[src/rtl/multimode_ring_counter.sv]
// rtl/multimode_ring_counter.sv - Johnson/ring counter with direction, load and illegal-state correction
module multimode_ring_counter #(
  parameter int WIDTH = 4,
  localparam int PW = $clog2(2*WIDTH)
) (
  input  logic             clk,
  input  logic             reset,
  input  logic             en,
  input  logic             mode,
  input  logic             dir,
  input  logic             load,
  input  logic [WIDTH-1:0] load_val,
  output logic [WIDTH-1:0] count,
  output logic [PW-1:0]    phase,
  output logic             wrap,
  output logic             err
);

  localparam logic [WIDTH-1:0] ONE   = WIDTH'(1);
  // Truncation is intended: 2*WIDTH - pop stays below 2**PW whenever pop >= 1.
  localparam logic [PW-1:0]    TWO_W = PW'(2*WIDTH);

  logic [WIDTH-1:0] r_count;
  logic             r_wrap;
  logic             r_err;

  logic [WIDTH-1:0] w_plus1;
  logic [WIDTH-1:0] w_inv;
  logic [WIDTH-1:0] w_inv_plus1;
  logic [WIDTH-1:0] w_minus1;
  logic             w_j_legal;
  logic             w_r_legal;
  logic             w_legal;
  logic [WIDTH-1:0] w_next;
  logic             w_next_wrap;
  logic [PW-1:0]    w_pop;
  logic [PW-1:0]    w_jphase;
  logic [PW-1:0]    w_ridx;
  logic [PW-1:0]    w_phase;

  // Johnson-legal means the value or its inverse is a run of low-order ones.
  assign w_plus1     = r_count + ONE;
  assign w_inv       = ~r_count;
  assign w_inv_plus1 = w_inv + ONE;
  assign w_minus1    = r_count - ONE;
  assign w_j_legal   = ((r_count & w_plus1) == '0) || ((w_inv & w_inv_plus1) == '0);
  assign w_r_legal   = (r_count != '0) && ((r_count & w_minus1) == '0);
  assign w_legal     = mode ? w_r_legal : w_j_legal;

  always_comb begin
    w_next = r_count;
    case ({mode, dir})
      2'b00: w_next = {r_count[WIDTH-2:0], ~r_count[WIDTH-1]};
      2'b01: w_next = {~r_count[0], r_count[WIDTH-1:1]};
      2'b10: w_next = {r_count[WIDTH-2:0], r_count[WIDTH-1]};
      2'b11: w_next = {r_count[0], r_count[WIDTH-1:1]};
      default: w_next = r_count;
    endcase
  end

  assign w_next_wrap = mode ? (w_next == ONE) : (w_next == '0);

  always_comb begin
    w_pop  = '0;
    w_ridx = '0;
    for (int i = 0; i < WIDTH; i++) begin
      w_pop = w_pop + PW'(r_count[i]);
      if (r_count[i]) begin
        w_ridx = PW'(i);
      end
    end
  end

  assign w_jphase = (r_count[0] || (r_count == '0)) ? w_pop : (TWO_W - w_pop);
  assign w_phase  = !w_legal ? '0 : (mode ? w_ridx : w_jphase);

  always_ff @(posedge clk) begin
    if (reset) begin
      r_count <= ONE;
      r_wrap  <= 1'b0;
      r_err   <= 1'b0;
    end else if (load) begin
      r_count <= load_val;
      r_wrap  <= 1'b0;
      r_err   <= 1'b0;
    end else if (en) begin
      if (!w_legal) begin
        r_count <= ONE;
        r_wrap  <= 1'b0;
        r_err   <= 1'b1;
      end else begin
        r_count <= w_next;
        r_wrap  <= w_next_wrap;
        r_err   <= 1'b0;
      end
    end else begin
      r_wrap <= 1'b0;
      r_err  <= 1'b0;
    end
  end

  assign count = r_count;
  assign phase = w_phase;
  assign wrap  = r_wrap;
  assign err   = r_err;

endmodule

[config.mk]
export PLATFORM = sky130hd
export DESIGN_NAME = multimode_ring_counter
export DESIGN_NICKNAME = d
export VERILOG_FILES = /design/src/rtl/multimode_ring_counter.sv
export SDC_FILE = /design/constraint.sdc
export NUM_CORES = 1
export LEC_CHECK = 0
export ABC_AREA = 1
export BUFFER_PORTS_ARGS = -buffer_cell sky130_fd_sc_hd__buf_2
export CAP_MARGIN = 20
export CORE_MARGIN = 2
export CORE_UTILIZATION = 44
export DETAILED_ROUTE_END_ITERATION = 8
export PLACE_DENSITY = 0.72
export SLEW_MARGIN = 25
export SYNTH_ARGS = -nofsm -noshare
export SYNTH_HDL_FRONTEND = slang
export SYNTH_SLANG_ARGS = --single-unit
[constraint.sdc]
create_clock -name clk -period 2.09 [get_ports clk]
set_clock_uncertainty 0.05 [all_clocks]
set_input_delay 0.209 -clock clk [delete_from_list [all_inputs] [get_ports clk]]
set_output_delay 0.209 -clock clk [all_outputs]
set_load 0.01 [all_outputs]
==> impl.org, run 1 <==
** Detailed routing
- Wires add up to 1.678 mm.
- The pre-antenna-repair detailed-routing pass consisted of 4 iterations.
- Count of nets left with antenna violations after detail routing :: 0
- The first routing iteration left 26 violations.
- Detailed-route via count :: 737
- DRC :: 0
- Post-detailed-route wirelength per cell :: 11.82 um
- In the routed layout, each cell is associated on average with a via count of 5.190.

** CTS
- After clock tree synthesis, the flow added hold-fix buffers numbering 0.
- For this design, the sink count on the clock tree is 6.
- Buffer type at the clock tree root :: sky130_fd_sc_hd__clkbuf_4
- Clock latency on the worst-skew pair, taken at its later pin, is 0.27 ns.
- Buffers inserted during clock tree synthesis total 3.
- TritonCTS clock tree :: built
- Total number of H-tree levels :: 1
- Clock-pin slew was measured on the worst setup and hold paths at 0.06 ns.
- Clock Path Buffers :: 2

** GRT
- The total overflow left after global routing is 0.
- Antenna violations before repair :: 0
- Maximum number of pins on one net before global-route repair :: 11
- Vias in the first global route :: 663
- First-pass GRT wire length :: 2.801 mm
- Overall global routing resource usage :: 0.2076

** Setup path
- Category of cells accounting for the largest share of critical-path delay :: adder cells
- Critical path fanouts, max :: 2
- CP bufs+invs :: 2
- Worst setup path start :: count[3]
- Kind of end point of the critical path :: output pin
- Launching element type of the critical path :: register
- The slowest stage of the critical path belongs to the cell sky130_fd_sc_hd__fa_1.
- FF-to-FF setup slack :: 0.42 ns
- At the worst endpoint, the required time is 1.83 ns.
- Traced cell by cell, the critical path runs through fa_1, ha_2, ha_4, inv_2, ha_4, nand3_2, nand3_2, o31ai_1, nor2_1, buf_2.
- In this run the critical register-to-register path is launched from count[0].
- In this design, the stage delay of the slowest critical-path cell is 0.47 ns.
- The worst setup path is of the reg2out kind.
- Arrival time at the worst endpoint :: 2.19 ns

** Die
- Die Footprint :: 1783 um2
- Number of I/O pins :: 19
- Initial Util :: 0.4822
- The initialized floorplan defines 13 standard-cell rows.
- The die is 42.23 um wide.
- Die span in y :: 42.23 um
- Core ar. :: 1334 um2

** Hold path
- The startpoint identified for the worst hold timing path is reset.
- The min-delay analysis places its worst path in the category in2reg.

** STA
- Worst-case headroom to the max-slew limit :: 0.8403
- In the finished design, the share of the clock period the worst path needs comes to 1.172.
- Setup violations remaining at the end of the flow were counted as 2.
- Static timing analysis puts the maximum clock frequency at 0.4081 GHz.
- Minimum period implied by the final worst setup slack :: 2.450 ns
- Final Hold Vio Count :: 0
- Once routing completed, OpenROAD measured the worst setup slack at -0.3602 ns.
- Setup repair after global routing could not meet its margin everywhere.
- In the final timing run, aggregate negative setup slack is -0.6962 ns.
- For the pin with the worst max-slew slack, the measured transition is 0.2370 ns.
- The number of pins with negative max-slew slack in the final report came to 0.

** Placement
- Weighted congestion at the end of routability-driven global placement :: 0.8119
- In this run, placement finished with an instance count of 136.
- In this run the tool buffered the top-level ports with 18 buffer cells.
- Post-DP HPWL :: 1.243 mm
- Once placement finished, the instance area stood at 828.3 um2.

** Yosys
- Dividing the synthesized area by the synthesized cell count gives 6.496 um2.
- Fraction of registers with async set or reset after synthesis :: 0
- Counting flops with a built-in enable in the synthesized netlist gives 0.
- Count of state elements after synthesis :: 6
- Top FF cell, synth :: sky130_fd_sc_hd__dfxtp_1
- Synthesis Warnings :: 0
- Number of distinct library cells after synthesis :: 22
- The number of nets in the synthesized netlist is 117.
- The cell area that synthesis handed to floorplanning was 643.1 um2.
- After technology mapping, the gate count stands at 99.
- The share of the Yosys chip area taken by registers is 0.1868.

** Pwr
- In this run the static leakage power is 0.4416 nW.
- Power density over the cells :: 566.8 nW/um2
- VDD sags by at most 0.3202 mV.

** Finish
- Most common cell after layout, fill and taps aside :: sky130_fd_sc_hd__nand2_1
- Leading cell types in the layout, fill and taps excluded :: sky130_fd_sc_hd__nand2_1 (23), sky130_fd_sc_hd__buf_2 (18), sky130_fd_sc_hd__nor2_1 (10), sky130_fd_sc_hd__nand3_1 (10), sky130_fd_sc_hd__a21oi_1 (7)
- In the final layout, the multi-input gates occupy 526.8 um2.
- Final Net Count :: 146
- Counting the fill cells in the layout gives 133.
- The number of antenna diodes in the final layout is 0.
- In the final layout, the share of cells above drive strength 1 is 0.4252.
- Relative to the synthesized area, the layout overhead comes to 37.74%.
- Once layout is complete, the utilization of the core stands at 0.6642.
- Final instance area :: 885.9 um2
- In the final layout, flip-flops and latches occupy 128.9 um2.
- Final standard cell count with taps included and fillers excluded :: 142

** Run status
- The final reports fail on setup timing.
- Run status :: finished, violations left

** Job
- Max-cap violations in this run came to 0.
==> final timing paths <==
path / to / depth (start not counted)
max: phase[1] / 10
max reg2reg: count[2] / 10
min reg2reg: count[0] / 3
min: count[1] / 2
==> worst reg2reg max path, stage by stage, from the launching register on <==
cell and delay (ns):
sky130_fd_sc_hd__dfxtp_4 0.34, sky130_fd_sc_hd__buf_4 0.17, sky130_fd_sc_hd__inv_6 0.08, sky130_fd_sc_hd__ha_2 0.19, sky130_fd_sc_hd__inv_1 0.06, sky130_fd_sc_hd__a21oi_1 0.14, sky130_fd_sc_hd__nand2_1 0.10, sky130_fd_sc_hd__nand3_4 0.10
sky130_fd_sc_hd__buf_4 0.13, sky130_fd_sc_hd__nand3_1 0.07, sky130_fd_sc_hd__a21oi_1 0.15
==> Yosys cell counts (2+ instances only) <==
cell	count	area [um2]
sky130_fd_sc_hd__a21oi_1	8	40.04
sky130_fd_sc_hd__ha_1	7	87.58
sky130_fd_sc_hd__dfxtp_1	6	120.1
sky130_fd_sc_hd__nand2_1	23	86.33
sky130_fd_sc_hd__nand3_1	12	60.06
sky130_fd_sc_hd__nor2_1	12	45.04
sky130_fd_sc_hd__inv_1	7	26.28
sky130_fd_sc_hd__nor2_2	2	12.51
sky130_fd_sc_hd__a22oi_1	3	22.52
sky130_fd_sc_hd__nand2_2	2	12.51
sky130_fd_sc_hd__inv_2	5	18.77
sky130_fd_sc_hd__o21ai_0	2	10.01
==> stage by stage <==
stage          hold WS (ns)  setup WS, ns  total power, W
3_5_place_dp         0.3790       -0.1264       0.0003650
5_1_grt              0.1039       -0.4775       0.0005456
3_3_place_gp         0.3756      -0.09615       0.0003603
4_1_cts             0.09590       -0.3787       0.0005015
6_report             0.1172       -0.3602       0.0005021
2_1_floorplan        0.2184      -0.09723       0.0002967
==> power by group <==
part	switching (W)	total [W]	internal, W
Sequential	0.00000443	0.000127	0.000122
Combinational	0.000143	0.000248	0.000106
Clock	0.0000538	0.000127	0.0000731
Total	0.000201	0.000502	0.000301
==> sequential cells by signal, indices dropped and copies added, names as in the netlist <==
| register | count |
|---|---|
| wrap | 1 |
| err | 1 |
| count | 4 |
==> logic make-up (layout without fill, tap and decap cells) <==
logic type	Yosys count	after routing	share of synthesized area
adders and majority gates	8	8	0.1673
AOI/OAI and AO/OA	14	14	0.1245
DFF	6	6	0.1868
buffers and inverters	12	40	0.07005
and+or+nand+nor	59	59	0.4514
==> layer usage <==
metal / routed length [um] / vias up / track usage / part of all wire
li1: - / 386 / - / -
met1: 774 / 325 / 0.2571 / 0.46
met2: 807 / 20 / 0.3385 / 0.48
met3: 62 / 6 / 0.06466 / 0.037
met4: 34 / 0 / 0.06875 / 0.020
met5: 0 / - / 0 / 0
==> area by class of cell <==
type	instances	share of cell area
tap	15	0.02119
sequential	6	0.1455
multi-input combinational	81	0.5946
clock buffer	4	0.02966
timing repair buffer	24	0.1525
inverter	12	0.05650
==> repair_timing <==
action	in CTS	in global routing
buffers inserted	1	1
pin swaps	8	4
resized for setup	3	3
setup endpoints to repair	3	3
Power figures use the tool's default switching activity.
==> run 2, diff against run 1 <==
--- a/config.mk
+++ b/config.mk
@@ -5,13 +5,14 @@
 export SDC_FILE = /design/constraint.sdc
 export NUM_CORES = 1
 export LEC_CHECK = 0
-export ABC_AREA = 1
+export ABC_AREA = 0
 export BUFFER_PORTS_ARGS = -buffer_cell sky130_fd_sc_hd__buf_2
 export CAP_MARGIN = 20
 export CORE_MARGIN = 2
-export CORE_UTILIZATION = 44
+export CORE_UTILIZATION = 47
+export CTS_BUF_LIST = sky130_fd_sc_hd__clkbuf_2
 export DETAILED_ROUTE_END_ITERATION = 8
-export PLACE_DENSITY = 0.72
+export PLACE_DENSITY = 0.76
 export SLEW_MARGIN = 25
 export SYNTH_ARGS = -nofsm -noshare
 export SYNTH_HDL_FRONTEND = slang
==> impl.org, run 2 <==
** Yosys
- By area the synthesized netlist is led by sky130_fd_sc_hd__dfxtp_1 (18%), sky130_fd_sc_hd__ha_1 (13%), sky130_fd_sc_hd__a21oi_1 (6.1%).
- The cell area after synthesis was 654.4 um2 (+1.8%).
- Most frequently used cell type in the post-synthesis netlist :: sky130_fd_sc_hd__a21oi_1
- The fraction of registers with async set or reset after synthesis was 0 (unchanged).
- Commonest cells post-synth :: sky130_fd_sc_hd__a21oi_1 (8), sky130_fd_sc_hd__ha_1 (7), sky130_fd_sc_hd__nor2_1 (7), sky130_fd_sc_hd__dfxtp_1 (6)
- Among all flip-flop cells after synthesis, the most frequent one is sky130_fd_sc_hd__dfxtp_1.
- The mean instance size in the synthesized netlist was 8.389 um2 (+29%).
- The share of the synthesized area in the top cell type is 0.1836 (-0.003214).
- Of all cell types, the one taking the most synthesized area is sky130_fd_sc_hd__dfxtp_1.
- The net count of the mapped netlist is 96 (-18%).
- The gate count after technology mapping was 78 (-21%).
- Synthesis Warnings :: 0 (unchanged)
- Count of state elements after synthesis :: 6 (unchanged)
- Number of enable-type register cells in the synthesized netlist :: 0 (unchanged)
- Fraction of the yosys area taken by sequential cells :: 0.1836 (-0.003214)
- The number of distinct library cell variants in the gate-level netlist after synthesis was 33 (+50%).

** STA
- The minimum setup slack in the final design is -0.4676 ns (-0.1074 ns).
- RSZ-0062 raised after global routing :: true
- The final number of hold-violating endpoints is 0 (unchanged).
- Number of setup violations in the final report :: 3 (+1)
- Worst-case hold slack :: 0.1781 ns (+0.06082 ns)
- Number of max-slew violations in the final report :: 0 (unchanged)
- Achievable clock frequency :: 0.3910 GHz (-4.2%)
- The final clock period utilization by the worst path is 1.224 (+0.05140).
- The final critical-path required period was 2.558 ns (+0.1074 ns).
- The max-slew headroom at the worst pin was 0.7589 (-0.08147).
- The measured slew at the worst slew-check pin is 0.3617 ns (+0.1247 ns).

** Placement
- The HPWL reported at the end of detailed placement came to 1.195 mm (-3.9%).
- The routability-driven placement congestion ratio was 0.7231 (-11%).
- The post-placement worst setup slack was -0.2768 ns (-0.1505 ns).
- The number of port buffers came to 18 (unchanged).
- The area of placed instances was 830.8 um2 (+0.30%).

** Detailed routing
- The detail-routed net length per standard cell came to 12.92 um (+9.4%).
- The count of unresolved DRC violations after routing came to 0 (unchanged).
- The total number of vias is 642 (-13%).
- TritonRoute pass-1 iters :: 3 (-1)
- Routed via count divided by cell count :: 5.441 (+4.8%)
- Final wirelength :: 1.525 mm (-9.1%)
- Count of nets left with antenna violations after detail routing :: 0 (unchanged)
- Number of DRC violations after detailed-routing iteration 0 :: 8 (-69%)

** Pwr
- Power density over the cells :: 531.8 nW/um2 (-6.2%)
- Static leakage power :: 0.3851 nW (-13%)
- Total design power :: 0.0004724 W (-5.9%)
- Max VDD drop :: 0.4218 mV (+32%)

** CTS
- TritonCTS clock tree :: built
- The number of buffers on the longest clock path is 2 (unchanged).
- The tree is rooted in a sky130_fd_sc_hd__clkbuf_2.
- Total number of H-tree levels :: 1 (unchanged)
- Skew-Pair Late Insertion Delay :: 0.24 ns (-0.03 ns)
- Clock-pin transition on the worst setup and hold timing paths :: 0.08 ns (+0.02 ns)
- Count of hold-fix buffers inserted at cts :: 0 (unchanged)
- Total clock sinks :: 6 (unchanged)
- The number of CTS-inserted buffers came to 3 (unchanged).

** GRT
- The initial antenna violation count came to 0 (unchanged).
- The total global routing overflow was 0 (unchanged).
- The number of global-route vias before repair was 567 (-14%).
- Overall global routing resource usage :: 0.2120 (+0.004390)
- The largest net degree at the start of global routing came to 14 (+3).
- The first-pass GRT wire length was 2.352 mm (-16%).

** Finish
- Footprint of the multi-input gates :: 530.5 um2 (+0.71%)
- Final Net Count :: 122 (-16%)
- The post-route cell area is 888.4 um2 (+0.28%).
- Final antenna diode count :: 0 (unchanged)
- Flip-flop count of the largest register, all copies and words added :: 4 (unchanged)
- Area taken by flip-flops and latches :: 127.6 um2 (-0.97%)
- Synthesis-to-layout area growth :: 35.76%
- The filler cell count in the final layout was 118 (-11%).
- Post-layout util :: 0.6827 (+0.01853)
- Layout cell share with drive strength beyond 1 :: 0.4757 (+0.05053)
- Most common cell after layout, fill and taps aside :: sky130_fd_sc_hd__buf_2
- The top cell types in the final layout, fill and taps aside, are sky130_fd_sc_hd__buf_2 (18), sky130_fd_sc_hd__buf_4 (9), sky130_fd_sc_hd__a21oi_1 (8), sky130_fd_sc_hd__nor2_1 (6), sky130_fd_sc_hd__nor3_1 (5).

** Hold path
- WHS Path Cells :: 2 (unchanged)
- The path with the worst hold slack has its endpoint at count[2].
- The worst hold path begins at reset.
- Hold WC Path Type :: in2reg

** Die
- Core ar. :: 1301 um2 (-2.4%)
- The count of pins on the block boundary came to 19 (unchanged).
- The number of placement rows is 13 (unchanged).
- Initial Util :: 0.5029 (+0.02071)
- The die width is 41.32 um (-2.2%).
- Die span in y :: 41.32 um (-2.2%)
- Die Footprint :: 1707 um2 (-4.3%)

** Job
- The max capacitance violation total came to 0 (unchanged).

** Run status
- The flow ran to the end, but the final reports show violations.
- Violated checks :: setup timing

** Setup path
- In this run the critical register-to-register path is launched from count[0].
- Kind of end point of the critical path :: output pin
- The critical path required time came to 1.83 ns (about the same).
- Launching element type of the critical path :: register
- Reg-to-reg endpoint :: count[2]
- Type of the setup path with the least slack :: reg2out
- The cell depth of the worst flop-to-flop path is 8 (-2).
- The data arrival at the endpoint of the critical path is 2.30 ns (+0.11 ns).
- FF-to-FF setup slack :: 0.09 ns (-0.33 ns)
- The peak fanout along the critical path is 2 (unchanged).
==> run 2: cell count changes after synthesis, sizes merged, moves of 4 or more <==
| cell | previous run | this run |
|---|---|---|
| nand3 | 14 | 5 |
| buf | 0 | 6 |
| nor2 | 14 | 8 |
| inv | 12 | 6 |
| nor3 | 1 | 5 |
| nand2 | 26 | 1 |
==> run 2: per-stage QoR <==
stage                     setup TNS (ns)  instances
after floorplan                  -0.1629         78
after global placement           -0.2685        113
after detailed placement         -0.4016        113
after CTS                         -1.153        117
after global routing              -1.397        118
final                             -1.015        118
==> run 2: cells by family (layout without fill, tap and decap cells) <==
group,count (synthesis),in the layout,share of synthesized area
buffers and inverters,13,38,0.1051
multiplexers,4,4,0.06310
adder cells (fa/ha/maj),8,8,0.1644
AND/OR/NAND/NOR,24,24,0.2046
flip-flops,6,6,0.1836
AO/OA/AOI/OAI,19,19,0.2256
XOR/XNOR,4,4,0.05355
==> run 2: worst max path at each step <==
stage,slack (ns),endpoint,from,cells after the start
4_1_cts,-0.50,phase[1],count[0],9
3_3_place_gp,-0.21,phase[1],count[1],9
3_5_place_dp,-0.28,phase[1],count[1],9
5_1_grt,-0.55,phase[1],count[1],9
2_1_floorplan,-0.09,phase[1],count[1],8
6_report,-0.47,phase[1],count[1],9
==> run 2: what timing repair did <==
item                                    CTS  global route
endpoints found under the setup margin    4             6
resized for setup                         3             3
buffers inserted                          0             1
pin swaps                                 5             2
==> run 2: worst max-delay path, stage by stage, from the launching register on <==
cell and delay [ns]:
sky130_fd_sc_hd__dfxtp_4 0.35, sky130_fd_sc_hd__fa_1 0.49, sky130_fd_sc_hd__ha_2 0.20, sky130_fd_sc_hd__ha_4 0.27
sky130_fd_sc_hd__inv_2 0.04, sky130_fd_sc_hd__ha_4 0.19, sky130_fd_sc_hd__mux2_4 0.27, sky130_fd_sc_hd__nor2_4 0.08
sky130_fd_sc_hd__a211oi_2 0.04, sky130_fd_sc_hd__buf_2 0.15
==> run 2: cell type report <==
cell class,count,area share
Multi-Input combinational cell,59,0.5972
Timing Repair Buffer,28,0.1901
Sequential cell,6,0.1437
Inverter,6,0.02535
Clock buffer,4,0.02254
Tap cell,15,0.02113
==> run 2: per-layer routing <==
layer / global-route usage / part of all wire / wire (um)
met4: 0.09677 / 0.0072 / 11
met2: 0.3750 / 0.53 / 804
met1: 0.2589 / 0.44 / 668
met3: 0.01596 / 0.026 / 40
met5: 0 / 0 / 0
==> run 2: power by group <==
group          leakage, nW  internal (W)  total (W)  switching, W
clock               0.0166     0.0000508   0.000100     0.0000492
sequential          0.0501      0.000121   0.000126    0.00000476
combinational        0.318      0.000118   0.000246      0.000129
==> run 3, diff against run 2 <==
--- a/config.mk
+++ b/config.mk
@@ -13,6 +13,7 @@
 export CTS_BUF_LIST = sky130_fd_sc_hd__clkbuf_2
 export DETAILED_ROUTE_END_ITERATION = 8
 export PLACE_DENSITY = 0.76
+export RECOVER_POWER = 100
 export SLEW_MARGIN = 25
 export SYNTH_ARGS = -nofsm -noshare
 export SYNTH_HDL_FRONTEND = slang
==> impl.org, run 3 (synthesis results as in run 2) <==
** Detailed routing
- TritonRoute pass-1 iters :: 4 (+1)
- The count of unresolved DRC violations after routing came to 0 (unchanged).
- Post-detailed-route wirelength per cell :: 13.11 um (+1.4%)
- The post-detailed-route via-to-cell ratio is 5.492 (+0.93%).
- The total number of vias is 648 (+0.93%).
- Count of nets left with antenna violations after detail routing :: 0 (unchanged)
- The starting DRC count in detailed routing was 13 (+5).
- Final wirelength :: 1.547 mm (+1.4%)

** STA
- Worst-case hold slack :: 0.1779 ns (-0.0001620 ns)
- The final clock period utilization by the worst path is 1.224 (about the same).
- The max-slew headroom at the worst pin was 0.7736 (+0.01475).
- The final critical-path required period came to 2.558 ns (+0.0001460 ns).
- The measured slew at the worst slew-check pin came to 0.3392 ns (-0.02249 ns).
- The highest achievable clock rate came to 0.3910 GHz (about the same).
- The accumulated negative setup slack is -1.002 ns (+0.01268 ns).
- The number of endpoints failing setup at the final stage is 3 (unchanged).
- Setup repair after global routing could not meet its margin everywhere.
- Number of max-slew violations in the final report :: 0 (unchanged)
- The minimum setup slack in the final design came to -0.4678 ns (-0.0001460 ns).
- Final Hold Vio Count :: 0 (unchanged)

** GRT
- Global route overflow :: 0 (unchanged)
- Antenna violations before repair :: 0 (unchanged)
- Vias in the first global route :: 567 (unchanged)
- Overall global routing resource usage :: 0.2120 (unchanged)
- Maximum number of pins on one net before global-route repair :: 14 (unchanged)
- First-pass GRT wire length :: 2.352 mm (unchanged)

** Hold path
- Hold WC Path Type :: in2reg

** Setup path
- Launching element type of the critical path :: register
- Critical path fanouts, max :: 2 (unchanged)
- Arrival time at the worst endpoint :: 2.30 ns (about the same)
- Required time at the endpoint of the critical path :: 1.83 ns (about the same)
- STA classifies the critical path endpoint as an output pin.
- The critical path in this run is classified as reg2out.

** Pwr
- The net switching component of the power was 0.0001811 W (-0.89%).
- Clock network power share :: 0.214 (+0.002)
- Internal power component :: 0.0002856 W (-1.4%)
- The proportion of power drawn by flip-flops and latches came to 0.270 (+0.003).
- The overall power after layout is 0.0004667 W (-1.2%).
- Max VDD drop :: 0.4228 mV (+0.24%)
- Static leakage power :: 0.3716 nW (-3.5%)
- Logic pwr share :: 0.516 (-0.006)
- Fraction of power spent switching nets :: 0.3880 (+0.001231)
- The power density over the cells was 532.1 nW/um2 (about the same).

** Die
- Die W :: 41.32 um (unchanged)
- The starting density of the core came to 0.5029 (unchanged).
- The count of pins on the block boundary came to 19 (unchanged).
- Die Footprint :: 1707 um2 (unchanged)
- The height of the chip was 41.32 um (unchanged).
- The standard cell core area was 1301 um2 (unchanged).
- Cell Rows :: 13 (unchanged)

** CTS
- TritonCTS built the clock tree.
- Count of hold-fix buffers inserted at cts :: 0 (unchanged)
- The clock latency of the later-clocked register in the worst-skew pair is 0.24 ns (about the same).
- The H-tree level count came to 1 (unchanged).
- Clock Path Buffers :: 2 (unchanged)
- Clock-pin transition on the worst setup and hold timing paths :: 0.07 ns (about the same)
- Buffer type at the clock tree root :: sky130_fd_sc_hd__clkbuf_2
- The number of CTS-inserted buffers came to 3 (unchanged).
- The CTS sink count came to 6 (unchanged).

** Finish
- Most common cell after layout, fill and taps aside :: sky130_fd_sc_hd__buf_2
- Final Net Count :: 122 (unchanged)
- Post-layout util :: 0.6740 (-0.008654)
- The number of antenna cells inserted came to 0 (unchanged).
- The top cell types in the final layout, fill and taps aside, are sky130_fd_sc_hd__buf_2 (16), sky130_fd_sc_hd__a21oi_1 (8), sky130_fd_sc_hd__buf_4 (8), sky130_fd_sc_hd__nor2_1 (6), sky130_fd_sc_hd__nor3_1 (5).
- The sequential standard cell area was 127.6 um2 (unchanged).
- The multi-input combinational cell area is 525.5 um2 (-0.94%).
- The number of flip-flops under the largest register name is 4 (unchanged).
- Relative to the synthesized area, the layout overhead comes to 34.03%.
- The proportion of layout cells with a drive suffix above 1 came to 0.4466 (-0.02913).
- The filler cell count in the final layout was 118 (unchanged).

** Run status
- Run status :: finished, violations left
- The checks that failed: setup timing.

** Job
- The max capacitance violation total is 0 (unchanged).

** Placement
- Buffers on Ports :: 18 (unchanged)
- Weighted congestion at the end of routability-driven global placement :: 0.7231 (unchanged)
- The HPWL reported at the end of detailed placement was 1.195 mm (unchanged).
==> run 3: cell count changes in the layout (fill, tap and decap cells not counted), sizes merged <==
cell / change
buf: -3
clkbuf: +3
==> run 3: per-stage QoR <==
stage	cell area [um2]	instances	setup WS, ns
floorplan	700.7	78	-0.09397
global placement	830.8	113	-0.2080
detailed placement	830.8	113	-0.2768
CTS	864.6	117	-0.5031
global route	877.1	118	-0.5515
finish	877.1	118	-0.4678
==> run 3: final timing paths <==
check                start        to  slack (ns)  cells after the start
setup reg to reg  count[0]  count[2]        0.10                      8
hold reg to reg   count[2]      wrap        0.63                      2
hold / removal       reset  count[2]        0.18                      2
setup / recovery  count[1]  phase[1]       -0.47                      9
==> run 3: metal layers <==
layer | part of all wire | up-vias | GRT usage
met5 | 0 | - | 0
met4 | 0.0071 | 0 | 0.09677
met3 | 0.036 | 2 | 0.01596
met2 | 0.52 | 17 | 0.3750
met1 | 0.43 | 301 | 0.2589
li1 | - | 328 | -
==> run 3: power groups by stage <==
stage          Combinational, W  Clock (W)  Sequential [W]
2_1_floorplan          0.000155          0        0.000134
3_3_place_gp           0.000222          0        0.000128
3_5_place_dp           0.000230          0        0.000128
4_1_cts                0.000240   0.000104        0.000126
5_1_grt                0.000270   0.000108        0.000127
6_report               0.000241   0.000100        0.000126
==> run 3: final cells by class <==
class,instances,share of cell area
well taps,15,0.02140
multi-input cells,59,0.5991
inverters,6,0.02568
clock buffers,4,0.02282
flip-flops and latches,6,0.1455
repair buffers,28,0.1854
==> run 3: worst max-delay path, stage by stage, from the launching register on <==
cell                       delay, ns
sky130_fd_sc_hd__dfxtp_4        0.35
sky130_fd_sc_hd__fa_1           0.49
sky130_fd_sc_hd__ha_2           0.20
sky130_fd_sc_hd__ha_4           0.27
sky130_fd_sc_hd__inv_2          0.04
sky130_fd_sc_hd__ha_4           0.19
sky130_fd_sc_hd__mux2_4         0.27
sky130_fd_sc_hd__nor2_4         0.08
sky130_fd_sc_hd__a211oi_2       0.04
sky130_fd_sc_hd__buf_2          0.15
==> run 3: what timing repair did <==
| item | CTS | global route |
|---|---|---|
| hold endpoints to repair | 0 | 0 |
| resized for setup | 3 | 3 |
| setup endpoints to repair | 4 | 6 |
| pin swaps | 5 | 2 |
| setup buffers | 0 | 1 |
